[config.mk]
export PLATFORM = sky130hd
export DESIGN_NAME = mem_access_unit_flat
export DESIGN_NICKNAME = d
export VERILOG_FILES = /design/src/rtl/mem_access_unit_if.sv /design/src/rtl/mem_access_unit.sv /design/src/flat_wrapper.sv
export SDC_FILE = /design/constraint.sdc
export NUM_CORES = 1
export LEC_CHECK = 0
export ABC_AREA = 1
export CORE_MARGIN = 2
export CORE_UTILIZATION = 44
export DETAILED_ROUTE_END_ITERATION = 8
export MAX_ROUTING_LAYER = met4
export PLACE_DENSITY_LB_ADDON = 0.1
export REMOVE_ABC_BUFFERS = 1
export SYNTH_ARGS = -nofsm -noshare
export SYNTH_HDL_FRONTEND = slang
export SYNTH_SLANG_ARGS = --single-unit
[constraint.sdc]
create_clock -name clk -period 1.9 [get_ports clk]
set_input_delay 0.38 -clock clk [delete_from_list [all_inputs] [get_ports clk]]
set_output_delay 0.38 -clock clk [all_outputs]
set_load 0.05 [all_outputs]
[src/rtl/mem_access_unit_if.sv]
// Data-bus bundle between the MEM-stage access unit (master) and the data memory (slave).
interface mem_access_unit_if;
  logic        o_dbus_req;
  logic        o_dbus_we;
  logic [31:0] o_dbus_addr;
  logic [31:0] o_dbus_wdata;
  logic [3:0]  o_dbus_strb;
  logic        i_dbus_ack;
  logic [31:0] i_dbus_rdata;

  modport master (
    output o_dbus_req, o_dbus_we, o_dbus_addr, o_dbus_wdata, o_dbus_strb,
    input  i_dbus_ack, i_dbus_rdata
  );

  modport slave (
    input  o_dbus_req, o_dbus_we, o_dbus_addr, o_dbus_wdata, o_dbus_strb,
    output i_dbus_ack, i_dbus_rdata
  );
endinterface

[src/rtl/mem_access_unit.sv]
// MEM-stage load/store unit: turns EX/MEM control into one req/ack bus transaction and stalls the pipe.
// Optional feature: define MISALIGN_TRAP_EN to trap misaligned half/word accesses instead of truncating.
module mem_access_unit #(
  parameter int unsigned TIMEOUT_CYCLES = 255
) (
  input  logic        clk,
  input  logic        resetn,
  input  logic        i_mem_mem_read,
  input  logic        i_mem_mem_write,
  input  logic        i_mem_lsb,
  input  logic        i_mem_lsh,
  input  logic        i_mem_load_signext,
  input  logic [31:0] i_mem_addr,
  input  logic [31:0] i_mem_data_mem,
  mem_access_unit_if.master dbus,
  output logic        o_stall,
  output logic [31:0] o_load_data,
  output logic        o_bus_err,
  output logic        o_misalign
);

  typedef enum logic [1:0] {IDLE, REQ, DONE} state_t;

  state_t      state;
  logic        byte_q;
  logic        half_q;
  logic        signext_q;
  logic [1:0]  off_q;
  logic [31:0] timeout_cnt;

  logic        access;
  logic [3:0]  strb_next;
  logic [31:0] wdata_next;
  logic [7:0]  byte_lane;
  logic [15:0] half_lane;
  logic [31:0] load_ext;
  logic        timeout_hit;

  assign access      = i_mem_mem_read | i_mem_mem_write;
  assign timeout_hit = (TIMEOUT_CYCLES != 0) && (timeout_cnt == TIMEOUT_CYCLES - 1);
  assign o_stall     = resetn && ((state == IDLE && access) || state == REQ);

`ifdef MISALIGN_TRAP_EN
  logic misaligned;
  assign misaligned = (!i_mem_lsb && i_mem_lsh && i_mem_addr[0]) ||
                      (!i_mem_lsb && !i_mem_lsh && (i_mem_addr[1:0] != 2'b00));
`else
  assign o_misalign = 1'b0;
`endif

  // Byte access wins when both size bits are set; reads never assert strobes.
  always_comb begin
    strb_next  = 4'b1111;
    wdata_next = i_mem_data_mem;
    if (i_mem_lsb) begin
      strb_next  = 4'b0001 << i_mem_addr[1:0];
      wdata_next = {4{i_mem_data_mem[7:0]}};
    end else if (i_mem_lsh) begin
      strb_next  = i_mem_addr[1] ? 4'b1100 : 4'b0011;
      wdata_next = {2{i_mem_data_mem[15:0]}};
    end
    if (!i_mem_mem_write) strb_next = 4'b0000;
  end

  always_comb begin
    byte_lane = dbus.i_dbus_rdata[7:0];
    case (off_q)
      2'd1:    byte_lane = dbus.i_dbus_rdata[15:8];
      2'd2:    byte_lane = dbus.i_dbus_rdata[23:16];
      2'd3:    byte_lane = dbus.i_dbus_rdata[31:24];
      default: byte_lane = dbus.i_dbus_rdata[7:0];
    endcase
    half_lane = off_q[1] ? dbus.i_dbus_rdata[31:16] : dbus.i_dbus_rdata[15:0];
    load_ext  = dbus.i_dbus_rdata;
    if (byte_q)
      load_ext = {{24{signext_q & byte_lane[7]}}, byte_lane};
    else if (half_q)
      load_ext = {{16{signext_q & half_lane[15]}}, half_lane};
  end

  // Bus outputs are latched on leaving IDLE so they stay stable for the whole request.
  always_ff @(posedge clk or negedge resetn) begin
    if (!resetn) begin
      state             <= IDLE;
      dbus.o_dbus_req   <= 1'b0;
      dbus.o_dbus_we    <= 1'b0;
      dbus.o_dbus_addr  <= '0;
      dbus.o_dbus_wdata <= '0;
      dbus.o_dbus_strb  <= '0;
      byte_q            <= 1'b0;
      half_q            <= 1'b0;
      signext_q         <= 1'b0;
      off_q             <= '0;
      timeout_cnt       <= '0;
      o_load_data       <= '0;
      o_bus_err         <= 1'b0;
`ifdef MISALIGN_TRAP_EN
      o_misalign        <= 1'b0;
`endif
    end else begin
      o_bus_err <= 1'b0;
`ifdef MISALIGN_TRAP_EN
      o_misalign <= 1'b0;
`endif
      case (state)
        IDLE: begin
          if (access) begin
            dbus.o_dbus_addr  <= {i_mem_addr[31:2], 2'b00};
            dbus.o_dbus_we    <= i_mem_mem_write;
            dbus.o_dbus_wdata <= wdata_next;
            dbus.o_dbus_strb  <= strb_next;
            byte_q            <= i_mem_lsb;
            half_q            <= !i_mem_lsb && i_mem_lsh;
            signext_q         <= i_mem_load_signext;
            off_q             <= i_mem_addr[1:0];
            timeout_cnt       <= '0;
`ifdef MISALIGN_TRAP_EN
            if (misaligned) begin
              state       <= DONE;
              o_misalign  <= 1'b1;
              o_load_data <= '0;
            end else begin
              state           <= REQ;
              dbus.o_dbus_req <= 1'b1;
            end
`else
            state           <= REQ;
            dbus.o_dbus_req <= 1'b1;
`endif
          end
        end
        REQ: begin
          if (dbus.i_dbus_ack) begin
            if (!dbus.o_dbus_we) o_load_data <= load_ext;
            dbus.o_dbus_req <= 1'b0;
            state           <= DONE;
          end else if (timeout_hit) begin
            o_load_data     <= '0;
            o_bus_err       <= 1'b1;
            dbus.o_dbus_req <= 1'b0;
            state           <= DONE;
          end else begin
            timeout_cnt <= timeout_cnt + 32'd1;
          end
        end
        DONE:    state <= IDLE;
        default: state <= IDLE;
      endcase
    end
  end

endmodule

[src/flat_wrapper.sv]
// flat-port wrapper written by rule: the top's interface ports become plain ports
module mem_access_unit_flat 
#(
  parameter int unsigned TIMEOUT_CYCLES = 255
)
  (clk, resetn, i_mem_mem_read, i_mem_mem_write, i_mem_lsb, i_mem_lsh, i_mem_load_signext, i_mem_addr, i_mem_data_mem, o_stall, o_load_data, o_bus_err, o_misalign, dbus_o_dbus_req, dbus_o_dbus_we, dbus_o_dbus_addr, dbus_o_dbus_wdata, dbus_o_dbus_strb, dbus_i_dbus_ack, dbus_i_dbus_rdata);
  mem_access_unit_if dbus_i ();
  input  logic clk;
  input  logic resetn;
  input  logic i_mem_mem_read;
  input  logic i_mem_mem_write;
  input  logic i_mem_lsb;
  input  logic i_mem_lsh;
  input  logic i_mem_load_signext;
  input  logic [31:0] i_mem_addr;
  input  logic [31:0] i_mem_data_mem;
  output logic o_stall;
  output logic [31:0] o_load_data;
  output logic o_bus_err;
  output logic o_misalign;
  output wire logic [$bits(dbus_i.o_dbus_req)-1:0] dbus_o_dbus_req;
  output wire logic [$bits(dbus_i.o_dbus_we)-1:0] dbus_o_dbus_we;
  output wire logic [$bits(dbus_i.o_dbus_addr)-1:0] dbus_o_dbus_addr;
  output wire logic [$bits(dbus_i.o_dbus_wdata)-1:0] dbus_o_dbus_wdata;
  output wire logic [$bits(dbus_i.o_dbus_strb)-1:0] dbus_o_dbus_strb;
  input wire logic [$bits(dbus_i.i_dbus_ack)-1:0] dbus_i_dbus_ack;
  input wire logic [$bits(dbus_i.i_dbus_rdata)-1:0] dbus_i_dbus_rdata;
  assign dbus_o_dbus_req = dbus_i.o_dbus_req;
  assign dbus_o_dbus_we = dbus_i.o_dbus_we;
  assign dbus_o_dbus_addr = dbus_i.o_dbus_addr;
  assign dbus_o_dbus_wdata = dbus_i.o_dbus_wdata;
  assign dbus_o_dbus_strb = dbus_i.o_dbus_strb;
  assign dbus_i.i_dbus_ack = dbus_i_dbus_ack;
  assign dbus_i.i_dbus_rdata = dbus_i_dbus_rdata;
  mem_access_unit #(.TIMEOUT_CYCLES(TIMEOUT_CYCLES)) u_core (.clk(clk), .resetn(resetn), .i_mem_mem_read(i_mem_mem_read), .i_mem_mem_write(i_mem_mem_write), .i_mem_lsb(i_mem_lsb), .i_mem_lsh(i_mem_lsh), .i_mem_load_signext(i_mem_load_signext), .i_mem_addr(i_mem_addr), .i_mem_data_mem(i_mem_data_mem), .dbus(dbus_i), .o_stall(o_stall), .o_load_data(o_load_data), .o_bus_err(o_bus_err), .o_misalign(o_misalign));
endmodule
# == After elaboration in Yosys (flattened, before gate mapping) ==
# Index checks and enable logic that the tools add are counted.
# totals
reg_bits,140
# classes
addsub,1
eq_ne,10
n_shift,1
mux,28
n_bitwise,3
n_reduce_logical,13
# op_table
cell,count
$mux 32,10
$pmux 32 s2,1
$add 32x1->32 const B,1
$eq 32x8->1 const B,1
$pmux 8 s3,1
$mux 16,1
$mux 4,4
$mux 1,6
$mux 2,3
$ne 2x2->1 const B,3
$reduce_and 3->1,2
$eq 2x1->1 const B,2
$eq 2x2->1 const B,2
$pmux 2 s2,1
$reduce_and 2->1,2
$reduce_and 4->1,1
$reduce_bool 2->1,2
$shl 1x2->4 const A,1
$logic_and 1x1->1,3
$ne 3x2->1 const B,1
$and 1x1->1,2
$logic_not 2->1,1
$ne 2x1->1 const B,1
$pmux 1 s2,1
other kinds (3),3

# == Depth between registers and ports, before layout ==
# Gate-level depths: netlist (run 1).
# depth
ltp_word,6
depth_mapped,11

# == Least setup slack after synthesis (run 1) ==
# OpenSTA, ideal clock, no wires.
# synth_timing
path_kind,reg2out
startpoint,register u_core.state[1]
endpoint,output port o_stall
arrival_time_ns,1.941
required_ns,1.520
path_slack_ns,-0.421
stages_incl_launch_ff,5
path_buffers,1
cell_sequence,dfrtp_1 -> nor2_1 -> nand2_1 -> clkbuf_1 -> a21boi_0
# synth_via
elab_chain_len,4
# synth_lines
item,line_no,rtl
from (decl),mem_access_unit.sv:24,state_t state;
from (signal assigned),mem_access_unit.sv:84,state <= IDLE;
from (signal assigned),mem_access_unit.sv:127,state <= REQ;
from (signal assigned),mem_access_unit.sv:136,state <= DONE;
$logic_not 2->1,mem_access_unit.sv:41,assign o_stall = resetn && ((state == IDLE && access) || state == REQ);
$logic_and 1x1->1,mem_access_unit.sv:41,
$logic_or 1x1->1 *,mem_access_unit.sv:41,
$logic_and 1x1->1 *,mem_access_unit.sv:41,
to (decl),flat_wrapper.sv:17,output logic o_stall;
# Every way passes the cells marked *; elsewhere a longest branch is shown, timed or not.

# == Worst setup path after layout (run 1) ==
# layout_timing
startpoint,input port i_mem_mem_read
endpoint,output port o_stall
# layout_via
elab_chain_len,4
# layout_lines
item,line_no,rtl
from (decl),flat_wrapper.sv:10,input logic i_mem_mem_read;
$or 1x1->1,mem_access_unit.sv:39,assign access = i_mem_mem_read | i_mem_mem_write;
$logic_and 1x1->1,mem_access_unit.sv:41,
$logic_or 1x1->1,mem_access_unit.sv:41,
$logic_and 1x1->1,mem_access_unit.sv:41,
# Every way passes these cells.

==> summary.md, run 1 <==
| Metric | Value |
|---|---|
| Status | `finished clean` |
| Antenna cells | `0` |
| Max Slew Vio Count | `0` |
| Root Buffer | `clkbuf_16` |
| Antenna-violating nets left | `0` |
| Area delta synth->final | `37.8%` |
| Main combinational cell family by area after synthesis | `simple AND/OR/NAND/NOR gates` |
| Sequential share of the synthesized area | `around 46%` |
| Placer congestion estimate | `about 0.96` |
| Leakage | `between 4 and 5 nW` |
| Crit Path Class | `input port to output port` |
| Post-synth top area share | `46.4%` |
| Synth Warn # | `0` |
| Post-Route Skew | `around 0.0081 ns` |
| Remaining global-route overflow | `0` |
| Hold Crit Class | `input port to asynchronous set/reset pin` |
| Via-to-Cell Ratio | `between 5 and 6` |
| Fraction of the mapped netlist area in adder cells | `less than 1%` |
| Multiplexer share of the synthesized area | `0%` |
| HPWL Detailed | `~16,000 um` |
| Crit path max fanout | `2` |
| Number of synthesized flops with an enable pin | `0` |
| Pwr dens | `approximately 1700 mW/mm^2` |
| Post-Synth Simple-Gate Area | `between 30% and 40%` |
| Die Wd | `135 um` |
| Top-count cell post-synth | `nand2_1` |
| IO Pins | `around 210` |
| Clk pin slew, worst setup/hold paths | `0.06 ns` |
| Layout cells sized above 1 | `13.2%` |
| Cts bufs inserted | `17` |
| Core area | `between 0.015 and 0.02 mm^2` |
| Final Critical Period | `1.84 ns` |
| Required time worst endpoint | `between 1.5 and 2 ns` |
| Port bufs | `between 200 and 250` |
| Fmax | `between 500 and 600 MHz` |
| Total track usage | `about a quarter` |
| Number of setup violations in the final report | `0` |
| CP arrival | `1.46 ns` |
| Sink Count | `140` |
| Final Hold Viols | `0` |
| Largest net degree at the start of global routing | `141` |
| Drt wl/cell | `about 15 um` |
| Synth unique cells | `33` |
| Gate Count Post-Synth | `1,038` |
| Worst setup SP type | `input port` |
| Top cells by count, synth | `367 x nand2_1, 141 x nand3_1, 140 x dfrtp_1` |
| Reg2Reg Setup Slack | `~0.13 ns` |
| Worst slew margin | `51.5%` |
| Site Rows | `between 40 and 50` |
| Hold slack | `roughly 0.099 ns` |
| Die Y | `between 100 and 150 um` |
| # DRC | `0` |
| Length of the first detailed-routing pass in iterations | `5` |
| Setup crit end kind | `output port` |
| R2R Path Start | `u_core.timeout_cnt[0]` |
| Asr flop ratio synth | `between 90% and 100%` |
| Crit Reg-Reg Endpoint | `u_core.o_load_data[8]` |
| Maximum VDD drop | `about 1.2 mV` |
| Vias in the first global route | `approximately 7,000` |
| Initial Util | `about 45%` |
| First-pass GRT wire length | `roughly 36,000 um` |
| Register bit total from synthesis | `140` |
| Synth Area in Compound Gates | `around 11%` |
| Synth Cell Area | `0.00755 mm^2` |
| Detailed Route Iter0 Violations | `around 730` |
| TritonCTS clock tree | `yes` |
| Predominant post-synthesis flop cell | `dfrtp_1` |
| Xor/xnor cell area share of the yosys netlist | `less than 1%` |
| CTS H-tree depth | `4` |
| Final worst path period share | `96.6%` |
| WL final | `about 22,000 um` |
| Die area | `between 0.015 and 0.02 mm^2` |
| # hold bufs at CTS | `0` |
| Initial antenna violation count | `0` |
| Top post-synthesis cells by area | `dfrtp_1 46%, nand2_1 18%, nand3_1 9.4%` |
| Longest Clk Path Bufs | `2` |
| Setup TNS | `0 ns` |
| Reg2reg path depth | `10` |
| Synthesized area per cell | `slightly above 7 um^2` |
| Via count | `approximately 7,600` |
| Clock latency on the worst-skew pair | `~0.43 ns` |
| Nets | `~1,400` |
| Fill cells | `roughly 1,600` |
| Slew @ Worst Pin | `0.728 ns` |
| Yosys top cell by area | `dfrtp_1` |
| Max-cap violation count | `0` |
-- how the worst max path moves through the flow --
stage                     from                      endpoint  slack (ns)  depth (start not counted)
2_1_floorplan  u_core.state[1]                       o_stall       -1.30                          3
3_3_place_gp    i_mem_mem_read                       o_stall       -0.05                          7
3_5_place_dp    i_mem_mem_read  u_core.dbus.o_dbus_wdata[19]       -0.13                          9
4_1_cts         i_mem_mem_read                       o_stall       0.005                          7
5_1_grt        u_core.state[1]                       o_stall     -0.0003                          5
6_report        i_mem_mem_read                       o_stall        0.06                          7
-- metrics by stage --
step | setup slack, ns | utilization, % | total power [mW] | std cells | cell area, um^2
2_1_floorplan | -1.30 | - | 11.1 | 987 | 7280
3_3_place_gp | -0.0529 | 59.1 | 15.0 | 1446 | 9880
3_5_place_dp | -0.129 | 59.1 | 15.1 | 1446 | 9880
4_1_cts | 0.00509 | 62.2 | 18.0 | 1478 | 10400
5_1_grt | -0.000331 | 62.3 | 18.9 | 1479 | 10400
6_report | 0.0648 | 62.3 | 17.9 | 1479 | 10400
-- placed cells by master, fill, tap and decap left out, types with 3 or more instances in the layout --
cell / netlist / routed
o21ai_2: 24 / 24
clkinv_4: 0 / 3
a31oi_1: 3 / 3
nor2_2: 6 / 6
or2_2: 4 / 4
clkinvlp_4: 0 / 3
nand2_2: 3 / 4
nor2_1: 115 / 114
clkbuf_16: 0 / 17
inv_1: 51 / 50
inv_2: 5 / 5
a21oi_1: 29 / 29
dfrtp_1: 140 / 140
nand2_1: 367 / 366
inv_6: 0 / 3
nand3_1: 141 / 141
o2111ai_1: 7 / 7
buf_12: 0 / 11
dlygate4sd2_1: 0 / 53
o211ai_1: 7 / 7
clkdlybuf4s50_1: 0 / 102
conb_1: 1 / 3
o21ai_0: 61 / 61
o21ai_1: 5 / 5
buf_4: 3 / 73
-- sequential cells by signal (all words and copies together), names as in the netlist --
name                      count
u_core.dbus.o_dbus_strb       4
u_core.o_load_data           32
u_core.off_q                  2
u_core.dbus.o_dbus_req        1
u_core.dbus.o_dbus_we         1
u_core.state                  2
u_core.o_bus_err              1
u_core.dbus.o_dbus_wdata     32
u_core.byte_q                 1
u_core.timeout_cnt           32
u_core.half_q                 1
u_core.dbus.o_dbus_addr      30
u_core.signext_q              1
-- worst max-delay path: stages --
cell and delay (ns):
clkdlybuf4s50_1 0.48, inv_1 0.06, nand2_1 0.07, nand2_2 0.05
a21boi_1 0.14, buf_4 0.14, buf_12 0.13
-- layer usage --
| layer | routed length, um | track usage (%) |
|---|---|---|
| met5 | 0 | - |
| met4 | 344 | 7.06 |
| met3 | 1860 | 5.86 |
| met2 | 10200 | 39.1 |
| met1 | 10000 | 35.7 |
-- where the power goes --
part	leakage (nW)	switching [mW]	internal, mW
combinational	2.90	6.87	2.91
clock	0.274	1.40	1.87
sequential	1.77	0.754	4.10
total	4.95	9.02	8.87
-- timing repair --
action                                  in CTS  in global routing
endpoints found under the setup margin      54                  2
cloned                                       0                  0
buffers inserted                             0                  1
gates resized for setup                     54                  3
endpoints found under the hold margin        0                  0
pin swaps                                    0                  1
-- cells by family after synthesis --
logic type,Yosys count
other cells,1
compound gates,142
simple gates,641
xor+xnor,2
fa+ha+maj,2
flops,140
buf+inv,110
-- cell type report --
class	count	area, um^2	share of cell area [%]
clock buffer	19	443	4.26
clock inverter	13	133	1.27
sequential	140	3500	33.7
timing repair buffer	240	2260	21.8
multi-input combinational	790	3570	34.3
inverter	57	215	2.07
tap	220	275	2.65
No activity file was read; power rests on OpenSTA's default activity.
==> run 2, diff against run 1 <==
CORE_MARGIN = 8   (was 2)
==> summary.md, run 2 (synthesis gave the netlist of run 1 again) <==
| Metric | Value |
|---|---|
| Slew @ Worst Pin | `0.766 ns (+0.0380 ns)` |
| Longest Clk Path Bufs | `2 (unchanged)` |
| Final worst path period share | `98.1% (+1.5 points)` |
| Setup WS pre-CTS | `0.00253 ns (+0.132 ns)` |
| Required time worst endpoint | `1.52 ns (about the same)` |
| IO Pins | `209 (unchanged)` |
| Root Buffer | `clkbuf_16` |
| Clk pin slew, worst setup/hold paths | `0.06 ns (about the same)` |
| Drt wl/cell | `16.1 um (+6.2%)` |
| Vias in the first global route | `7,503 (+5.2%)` |
| Crit Path Class | `register to output port` |
| Crit path max fanout | `5 (+3)` |
| Cts bufs inserted | `17 (unchanged)` |
| Core area | `0.0171 mm^2 (+2.1%)` |
| Tot Pwr | `18.3 mW (+2.0%)` |
| Die area | `0.0216 mm^2 (+19%)` |
| Port bufs | `205 (unchanged)` |
| CP arrival | `1.48 ns (+0.02 ns)` |
| Maximum VDD drop | `1.36 mV (+9.2%)` |
| Nets | `1,358 (+0.44%)` |
| Regs by FF count | `u_core.dbus.o_dbus_wdata: 32 flops, u_core.o_load_data: 32 flops, u_core.timeout_cnt: 32 flops` |
| Post-placement cell count | `1,456 (+0.69%)` |
| Post-route setup slack | `0.0358 ns (-0.0290 ns)` |
| Max Slew Vio Count | `0 (unchanged)` |
| Area delta synth->final | `38.3%` |
| Pwr dens | `1750 mW/mm^2 (+1.6%)` |
| Number of setup violations in the final report | `0 (unchanged)` |
| Final Hold Viols | `0 (unchanged)` |
| HPWL Detailed | `17,700 um (+8.2%)` |
| Commonest cells after routing, fill and taps aside | `365 x nand2_1, 141 x nand3_1, 140 x dfrtp_1, 114 x nor2_1, 108 x buf_4` |
| Placer congestion estimate | `0.911 (-5.1%)` |
| Commonest non-fill, non-tap cell in the layout | `nand2_1` |
| Slowest CP cell | `dfrtp_1` |
| Final Critical Period | `1.86 ns (+0.0290 ns)` |
| WL final | `24,000 um (+7.0%)` |
| Hold Crit Class | `input port to asynchronous set/reset pin` |
| Initial antenna violation count | `0 (unchanged)` |
| Antenna-violating nets left | `0 (unchanged)` |
| Remaining global-route overflow | `0 (unchanged)` |
| Length of the first detailed-routing pass in iterations | `4 (-1)` |
| Detailed Route Iter0 Violations | `579 (-20%)` |
| Die Wd | `147 um (+8.9%)` |
| First-pass GRT wire length | `39,100 um (+7.5%)` |
| Sink Count | `140 (unchanged)` |
| # DRC | `0 (unchanged)` |
| Max-cap violation count | `0 (unchanged)` |
| Clock latency on the worst-skew pair | `0.43 ns (about the same)` |
| Final core occ | `61.2% (-1.1 points)` |
| Die Y | `147 um (+8.9%)` |
| Layout cells sized above 1 | `16.2% (+3.0 points)` |
| Via-to-Cell Ratio | `5.07 (-1.3%)` |
| Worst slew margin | `48.9% (-2.5 points)` |
| Initial Util | `44.2% (-0.94 points)` |
| Antenna cells | `0 (unchanged)` |
| Worst setup SP type | `register` |
| Largest stage delay, worst path | `0.41 ns (-0.07 ns)` |
| Total track usage | `23.1% (-2.9 points)` |
| CTS H-tree depth | `4 (unchanged)` |
| Site Rows | `48 (+2.1%)` |
| Fmax | `536 MHz (-1.6%)` |
| Post-Route Skew | `0.00777 ns (-0.000372 ns)` |
| TritonCTS clock tree | `yes` |
| RSZ-0062 raised after global routing | `yes` |
| Leakage | `4.96 nW (+0.20%)` |
| Via count | `7,553 (-0.55%)` |
| Status | `finished clean` |
| Finished Layout Cells | `1,490 (+0.74%)` |
| Worst-path cell chain | `nor2_4, nand2_4, a21boi_2, buf_4, buf_12` |
| Setup crit end kind | `output port` |
| Largest net degree at the start of global routing | `141 (unchanged)` |
run 2: cell types whose count changed in the layout (fill, tap and decap cells not counted), sizes merged:
cell	before	now
buf	85	122
dlygate4sd2	53	22
inv	60	62
clkbuf	19	18
clkinvlp	3	2
run 2: cell type report:
type | count | area [um^2]
Fill cell | 1554 | 6620
Multi-Input combinational cell | 790 | 3580
Sequential cell | 140 | 3500
Timing Repair Buffer | 246 | 2300
Clock buffer | 18 | 429
Tap cell | 225 | 282
Inverter | 57 | 214
Clock inverter | 14 | 134
run 2: power breakdown:
group / switching [mW] / total (mW) / leakage [nW] / internal, mW
clock: 1.41 / 3.23 / 0.272 / 1.83
sequential: 0.713 / 4.82 / 1.77 / 4.10
combinational: 7.09 / 10.2 / 2.92 / 3.12
total: 9.21 / 18.3 / 4.96 / 9.04
run 2: timing repair:
action | CTS | global route
hold buffers | 0 | 0
gates resized for setup | 27 | 1
hold endpoints to repair | 0 | 0
buffers inserted | 0 | 2
setup endpoints to repair | 23 | 1
pin swaps | 0 | 3
run 2: per-stage QoR:
step                      hold slack [ns]  setup TNS [ns]  area [um^2]
after floorplan                    0.0844         -111.42         7280
after global routing                0.141         -0.0381        10400
after global placement              0.462               0         9870
after detailed placement            0.467               0         9870
final                              0.0526               0        10400
after CTS                           0.125               0        10400
run 2: worst max-delay path, delay by kind of cell (launching register included):
kind                   cells  cell delay, ns
AOI/OAI and AO/OA          1            0.14
buffers and inverters      2            0.25
DFF                        1            0.41
and+or+nand+nor            2            0.25
run 2: worst paths after layout:
check | from | end | slack (ns) | cells after the start
min reg2reg | u_core.dbus.o_dbus_addr[20] | u_core.dbus.o_dbus_addr[20] | 0.48 | 2
max in group asynchronous | resetn | u_core.dbus.o_dbus_strb[2] | 1.27 | 2
min in group clk | u_core.dbus.o_dbus_addr[20] | u_core.dbus.o_dbus_addr[20] | 0.48 | 2
min | resetn | u_core.dbus.o_dbus_addr[11] | 0.05 | 2
max | u_core.state[0] | o_stall | 0.04 | 5
max reg2reg | u_core.timeout_cnt[0] | u_core.timeout_cnt[12] | 0.15 | 11
run 2: metal layers:
metal | part of all wire [%] | wire [um] | global-route usage, % | vias to the layer above
met4 | 1.1 | 274 | 6.12 | 0
li1 | - | - | - | 3790
met3 | 8.6 | 2070 | 8.06 | 22
met2 | 44 | 10700 | 33.8 | 259
met1 | 46 | 11000 | 30.1 | 3482
met5 | 0 | 0 | - | -
==> run 3, diff against run 2 <==
RECOVER_POWER = 100   (was not set)
==> summary.md, run 3 (synthesis gave the netlist of run 1 again) <==
| Metric | Value |
|---|---|
| Die Y | `147 um (unchanged)` |
| Core area | `0.0171 mm^2 (unchanged)` |
| Setup crit end kind | `output port` |
| CP arrival | `1.48 ns (about the same)` |
| Final Hold Viols | `0 (unchanged)` |
| First-pass GRT wire length | `39,100 um (unchanged)` |
| Hold Crit Class | `input port to asynchronous set/reset pin` |
| Slew @ Worst Pin | `1.29 ns (+0.521 ns)` |
| TritonCTS clock tree | `yes` |
| Post-placement cell count | `1,456 (unchanged)` |
| Length of the first detailed-routing pass in iterations | `5 (+1)` |
| Max-cap violation count | `0 (unchanged)` |
| Final core occ | `61.1% (-0.095 points)` |
| Finished Layout Cells | `1,490 (unchanged)` |
| Clk pin slew, worst setup/hold paths | `0.06 ns (about the same)` |
| Antenna-violating nets left | `0 (unchanged)` |
| RSZ-0062 raised after global routing | `yes` |
| Setup WS pre-CTS | `0.00253 ns (unchanged)` |
| Post-Route Skew | `0.00778 ns (+0.00000860 ns)` |
| Area delta synth->final | `38.1%` |
| Commonest non-fill, non-tap cell in the layout | `nand2_1` |
| Final worst path period share | `98.1% (about the same)` |
| Cts bufs inserted | `17 (unchanged)` |
| Reg2reg path depth | `11 (unchanged)` |
| Final Critical Period | `1.86 ns (-0.000568 ns)` |
| Port bufs | `205 (unchanged)` |
| Pwr dens | `1750 mW/mm^2 (+0.13%)` |
| Crit Path Class | `register to output port` |
| Initial antenna violation count | `0 (unchanged)` |
| Worst setup SP type | `register` |
| Root Buffer | `clkbuf_16` |
| Maximum VDD drop | `1.35 mV (-0.46%)` |
| Crit Reg-Reg Endpoint | `u_core.timeout_cnt[12]` |
| Worst slew margin | `14.2% (-35 points)` |
| Fmax | `537 MHz (about the same)` |
| Setup TNS | `0 ns (unchanged)` |
| Total track usage | `23.1% (unchanged)` |
| Largest net degree at the start of global routing | `141 (unchanged)` |
| Largest stage delay, worst path | `0.41 ns (about the same)` |
| Required time worst endpoint | `1.52 ns (about the same)` |
| Placer congestion estimate | `0.911 (unchanged)` |
| Drt wl/cell | `16.1 um (about the same)` |
| R2R Path Start | `u_core.timeout_cnt[0]` |
| Commonest cells after routing, fill and taps aside | `365 x nand2_1, 141 x nand3_1, 140 x dfrtp_1, 114 x nor2_1, 108 x buf_4` |
| Via count | `7,568 (+0.20%)` |
| Worst-path cell chain | `nor2_4, nand2_4, a21boi_2, buf_4, buf_12` |
| Sink Count | `140 (unchanged)` |
| Layout cells sized above 1 | `16.1% (-0.079 points)` |
| Slowest CP cell | `dfrtp_1` |
| IO Pins | `209 (unchanged)` |
| Tot Pwr | `18.2 mW (about the same)` |
| Clock latency on the worst-skew pair | `0.43 ns (about the same)` |
| Remaining global-route overflow | `0 (unchanged)` |
| HPWL Detailed | `17,700 um (unchanged)` |
| Die Wd | `147 um (unchanged)` |
| Antenna cells | `0 (unchanged)` |
| Via-to-Cell Ratio | `5.08 (+0.20%)` |
| Longest Clk Path Bufs | `2 (unchanged)` |
| Leakage | `4.95 nW (-0.17%)` |
| Initial Util | `44.2% (unchanged)` |
| Crit path max fanout | `5 (unchanged)` |
| Post-route setup slack | `0.0363 ns (+0.000568 ns)` |
| Fill cells | `1,559 (+0.32%)` |
| Reg2Reg Setup Slack | `0.15 ns (about the same)` |
| Site Rows | `48 (unchanged)` |
| # DRC | `0 (unchanged)` |
| Detailed Route Iter0 Violations | `585 (+1.0%)` |
| CP Buf/Inv Count | `2 (unchanged)` |
| Vias in the first global route | `7,503 (unchanged)` |
| Max Slew Vio Count | `0 (unchanged)` |
| Die area | `0.0216 mm^2 (unchanged)` |
| CP top delay family | `flip-flops` |
| Nets | `1,358 (unchanged)` |
| CTS H-tree depth | `4 (unchanged)` |
| Status | `finished clean` |
| Number of setup violations in the final report | `0 (unchanged)` |
| WL final | `24,000 um (about the same)` |
| Regs by FF count | `u_core.dbus.o_dbus_wdata: 32 flops, u_core.o_load_data: 32 flops, u_core.timeout_cnt: 32 flops` |
## run 3: layout make-up
| class | instances | area [um^2] | area share (%) |
|---|---|---|---|
| well taps | 225 | 282 | 2.70 |
| clock inverters | 14 | 134 | 1.28 |
| multi-input cells | 790 | 3580 | 34.4 |
| inverters | 57 | 214 | 2.05 |
| clock buffers | 18 | 429 | 4.12 |
| repair buffers | 246 | 2280 | 21.9 |
| flip-flops and latches | 140 | 3500 | 33.6 |
## run 3: per-stage QoR
step	instance area (um^2)	hold slack (ns)
finish	10400	0.391
global route	10400	0.476
CTS	10400	0.125
detailed placement	9870	0.467
global placement	9870	0.462
floorplan	7280	0.0844
## run 3: worst max path at each step
stage                                from      end  slack [ns]  cells after the start
after global routing      u_core.state[0]  o_stall       -0.04                      5
after floorplan           u_core.state[1]  o_stall       -1.30                      3
final                     u_core.state[0]  o_stall        0.04                      5
after global placement     i_mem_mem_read  o_stall        0.03                      7
after detailed placement   i_mem_mem_read  o_stall       0.003                      7
after CTS                 u_core.state[1]  o_stall       0.009                      5
## run 3: repair_timing
| action | CTS | global route |
|---|---|---|
| setup endpoints to repair | 23 | 1 |
| hold buffers | 0 | 0 |
| setup buffers | 0 | 2 |
| endpoints found under the hold margin | 0 | 0 |
| pin swaps | 0 | 3 |
| resized for setup | 27 | 1 |
## run 3: report_power, final
group	switching, mW	total, mW	leakage [nW]	internal (mW)
clock	1.41	3.23	0.272	1.83
combinational	7.09	10.2	2.91	3.11
sequential	0.712	4.81	1.77	4.10
## run 3: routing by layer
metal  global-route usage, %  part of all wire [%]  vias to the layer above
li1                        -                     -                     3790
met1                    30.1                    45                     3485
met2                    33.8                    44                      271
met3                    8.06                   9.1                       22
met4                    6.12                   1.1                        0
met5                       -                     0                        -
==> edit: new RTL, settings of run 1 <==
Re-encode `state_t` (3 states) as one-hot, 3 bits wide.
--- a/src/rtl/mem_access_unit.sv
+++ b/src/rtl/mem_access_unit.sv
@@ -20,5 +20,5 @@
 );
 
-  typedef enum logic [1:0] {IDLE, REQ, DONE} state_t;
+  typedef enum logic [2:0] {IDLE = 3'b001, REQ = 3'b010, DONE = 3'b100} state_t;
 
   state_t      state;
Function: no difference found for any inputs over 4 cycles, from zero or initial values and one cycle with resetn low; so few cycles prove little.
==> edit against run 1 <==
The flow now finishes with violations (setup timing); wire length up 0.45%; total power increased by 3.1%; sequential cell count rose by 1; cell area rose by 3.4%; synthesized area increased by 2.1%; maximum frequency decreased by 7.7%; global-route usage is 0.44 points lower; setup slack lost 0.15 ns; critical endpoint is now u_core.dbus.o_dbus_req.
==> edit: results (changes against run 1) <==
stage	metric	value	unit	change
timing	tightest_slew	0.703	ns	-0.0249 ns
layout	antennaDiodeCount	0		unchanged
cts	clock_path_buffers	2		unchanged
route	dr.pass1.iters	5		unchanged
timing	setup_viol	2		+2
grt	grt_pass1_vias	7405		+3.9%
route	wl_per_cell	14.7	um	-2.8%
cts	clock-root-buffer	clkbuf_16		
power	vdd_drop_max	0.00110	V	-12%
grt	antenna_found_initial	0		unchanged
grt	grt_max_degree	88		-38%
cts	htreeDepth	4		unchanged
power	p_leak	0.00522	uW	+5.5%
layout	num-nets-final	1397		+3.3%
grt	grt_pass1_wl	36300	um	-0.15%
critical_path	cp.arrival	2.35	ns	+0.89 ns
cts	cts.reportedPaths.clkPinSlew	0.08	ns	+0.02 ns
timing	finClkSkew	0.0129	ns	+0.00474 ns
run_status	status	finished with violations		
layout	drive_gt1_share	14.9	%	+1.7 points
synthesis	synthTopCellsByCount	nand2_1 (419), dfrtp_1 (140), nand3_1 (120)		
route	avgViaCountPerCell	5.07		-1.2%
synthesis	async_flop_share	100	%	unchanged
placed_design	portBuffers	205		unchanged
synthesis	yosys-top-cells-area	dfrtp_1 (45%), nand2_1 (20%), nand3_1 (7.8%)		
route	initialDrtViolationCount	513		-29%
synthesis	yosysWarnings	0		unchanged
synthesis	synth_seq_area_share	45.8	%	-0.62 points
placed_design	dp_hpwl	16200	um	-0.80%
synthesis	synth.distinct_cells	40		+21%
cts	cts_buffers	17		unchanged
placed_design	gp_congestion	0.935		-2.6%
grt	grt_use_total	25.6	%	-0.44 points
layout	reg_top3	u_core.dbus.o_dbus_wdata (32), u_core.o_load_data (32), u_core.timeout_cnt (32)		
timing	worst_slack	-0.0877	ns	-0.152 ns
min_path	hold_path.class	in2async		
run_status	violations	setup timing		
[edit: final timing paths]
kind,endpoint,start,slack (ns),cells past startpoint
max reg2reg,u_core.dbus.o_dbus_req,u_core.state[0],-0.09,14
min,u_core.dbus.o_dbus_addr[29],resetn,0.03,2
min in group clk,u_core.dbus.o_dbus_addr[13],u_core.dbus.o_dbus_addr[13],0.47,2
max in group asynchronous,u_core.timeout_cnt[8],resetn,1.28,2
max,u_core.dbus.o_dbus_req,i_mem_mem_write,-0.09,15
min reg2reg,u_core.dbus.o_dbus_addr[13],u_core.dbus.o_dbus_addr[13],0.47,2
[edit: cell type report]
type                    count  area [sq um]
fillers                  1580          6480
well taps                 225           282
repair buffers            260          2430
inverters                  56           213
clock buffers              17           425
multi-input cells         815          3710
flip-flops and latches    141          3530
clock inverters            15           168
[edit: worst max-delay path, cell delays in order]
cell and delay [ns]:
clkdlybuf4s50_1 0.42, or2_4 0.28, nand2_2 0.09, nand2_2 0.06
buf_4 0.13, buf_4 0.12, buf_4 0.12, buf_4 0.12
buf_4 0.12, buf_4 0.12, buf_4 0.12, buf_4 0.12
nand2_1 0.06, nand2_1 0.05, nand2_1 0.05
[edit: cell families (layout without fill, tap and decap cells)]
| kind of cell | Yosys count | count (layout) | share of synthesized area (%) |
|---|---|---|---|
| buf+inv | 105 | 348 | 6.58 |
| simple gates | 680 | 680 | 36.5 |
| fa+ha+maj | 2 | 2 | 0.325 |
| flops | 141 | 141 | 45.8 |
| xor+xnor | 9 | 9 | 1.02 |
| other cells | 1 | 3 | 0.0487 |
| compound gates | 121 | 121 | 9.76 |
[edit: repair_timing]
item	CTS	global route
pin swaps	3	3
gates cloned	0	2
resized for setup	50	5
endpoints found under the setup margin	44	51
buffers inserted	9	1
hold buffers	0	0
[edit: per-layer routing]
metal | wire length [um] | GRT usage, % | up-vias
met4 | 422 | 7.35 | 0
li1 | - | - | 3858
met5 | 0 | - | -
met3 | 1450 | 6.38 | 35
met1 | 10000 | 33.6 | 3614
met2 | 10700 | 39.3 | 249
[edit: where the power goes]
part / internal (uW) / total [uW] / switching [uW]
Sequential: 4140 / 4860 / 719
Clock: 1770 / 3330 / 1560
Combinational: 3290 / 10300 / 6980
Total: 9200 / 18500 / 9260
[edit: per-stage QoR]
| step | setup slack (ns) | setup TNS (ns) | cell area (sq um) | power [uW] | std cells |
|---|---|---|---|---|---|
| floorplan | -1.59 | -116.69 | 7420 | 11200 | 1012 |
| global route | -0.174 | -0.714 | 10800 | 19500 | 1529 |
| detailed placement | -0.113 | -5.20 | 10100 | 15000 | 1485 |
| finish | -0.0877 | -0.166 | 10800 | 18500 | 1529 |
| CTS | -0.174 | -0.295 | 10700 | 18400 | 1526 |
| global placement | -0.0984 | -2.28 | 10100 | 14900 | 1485 |
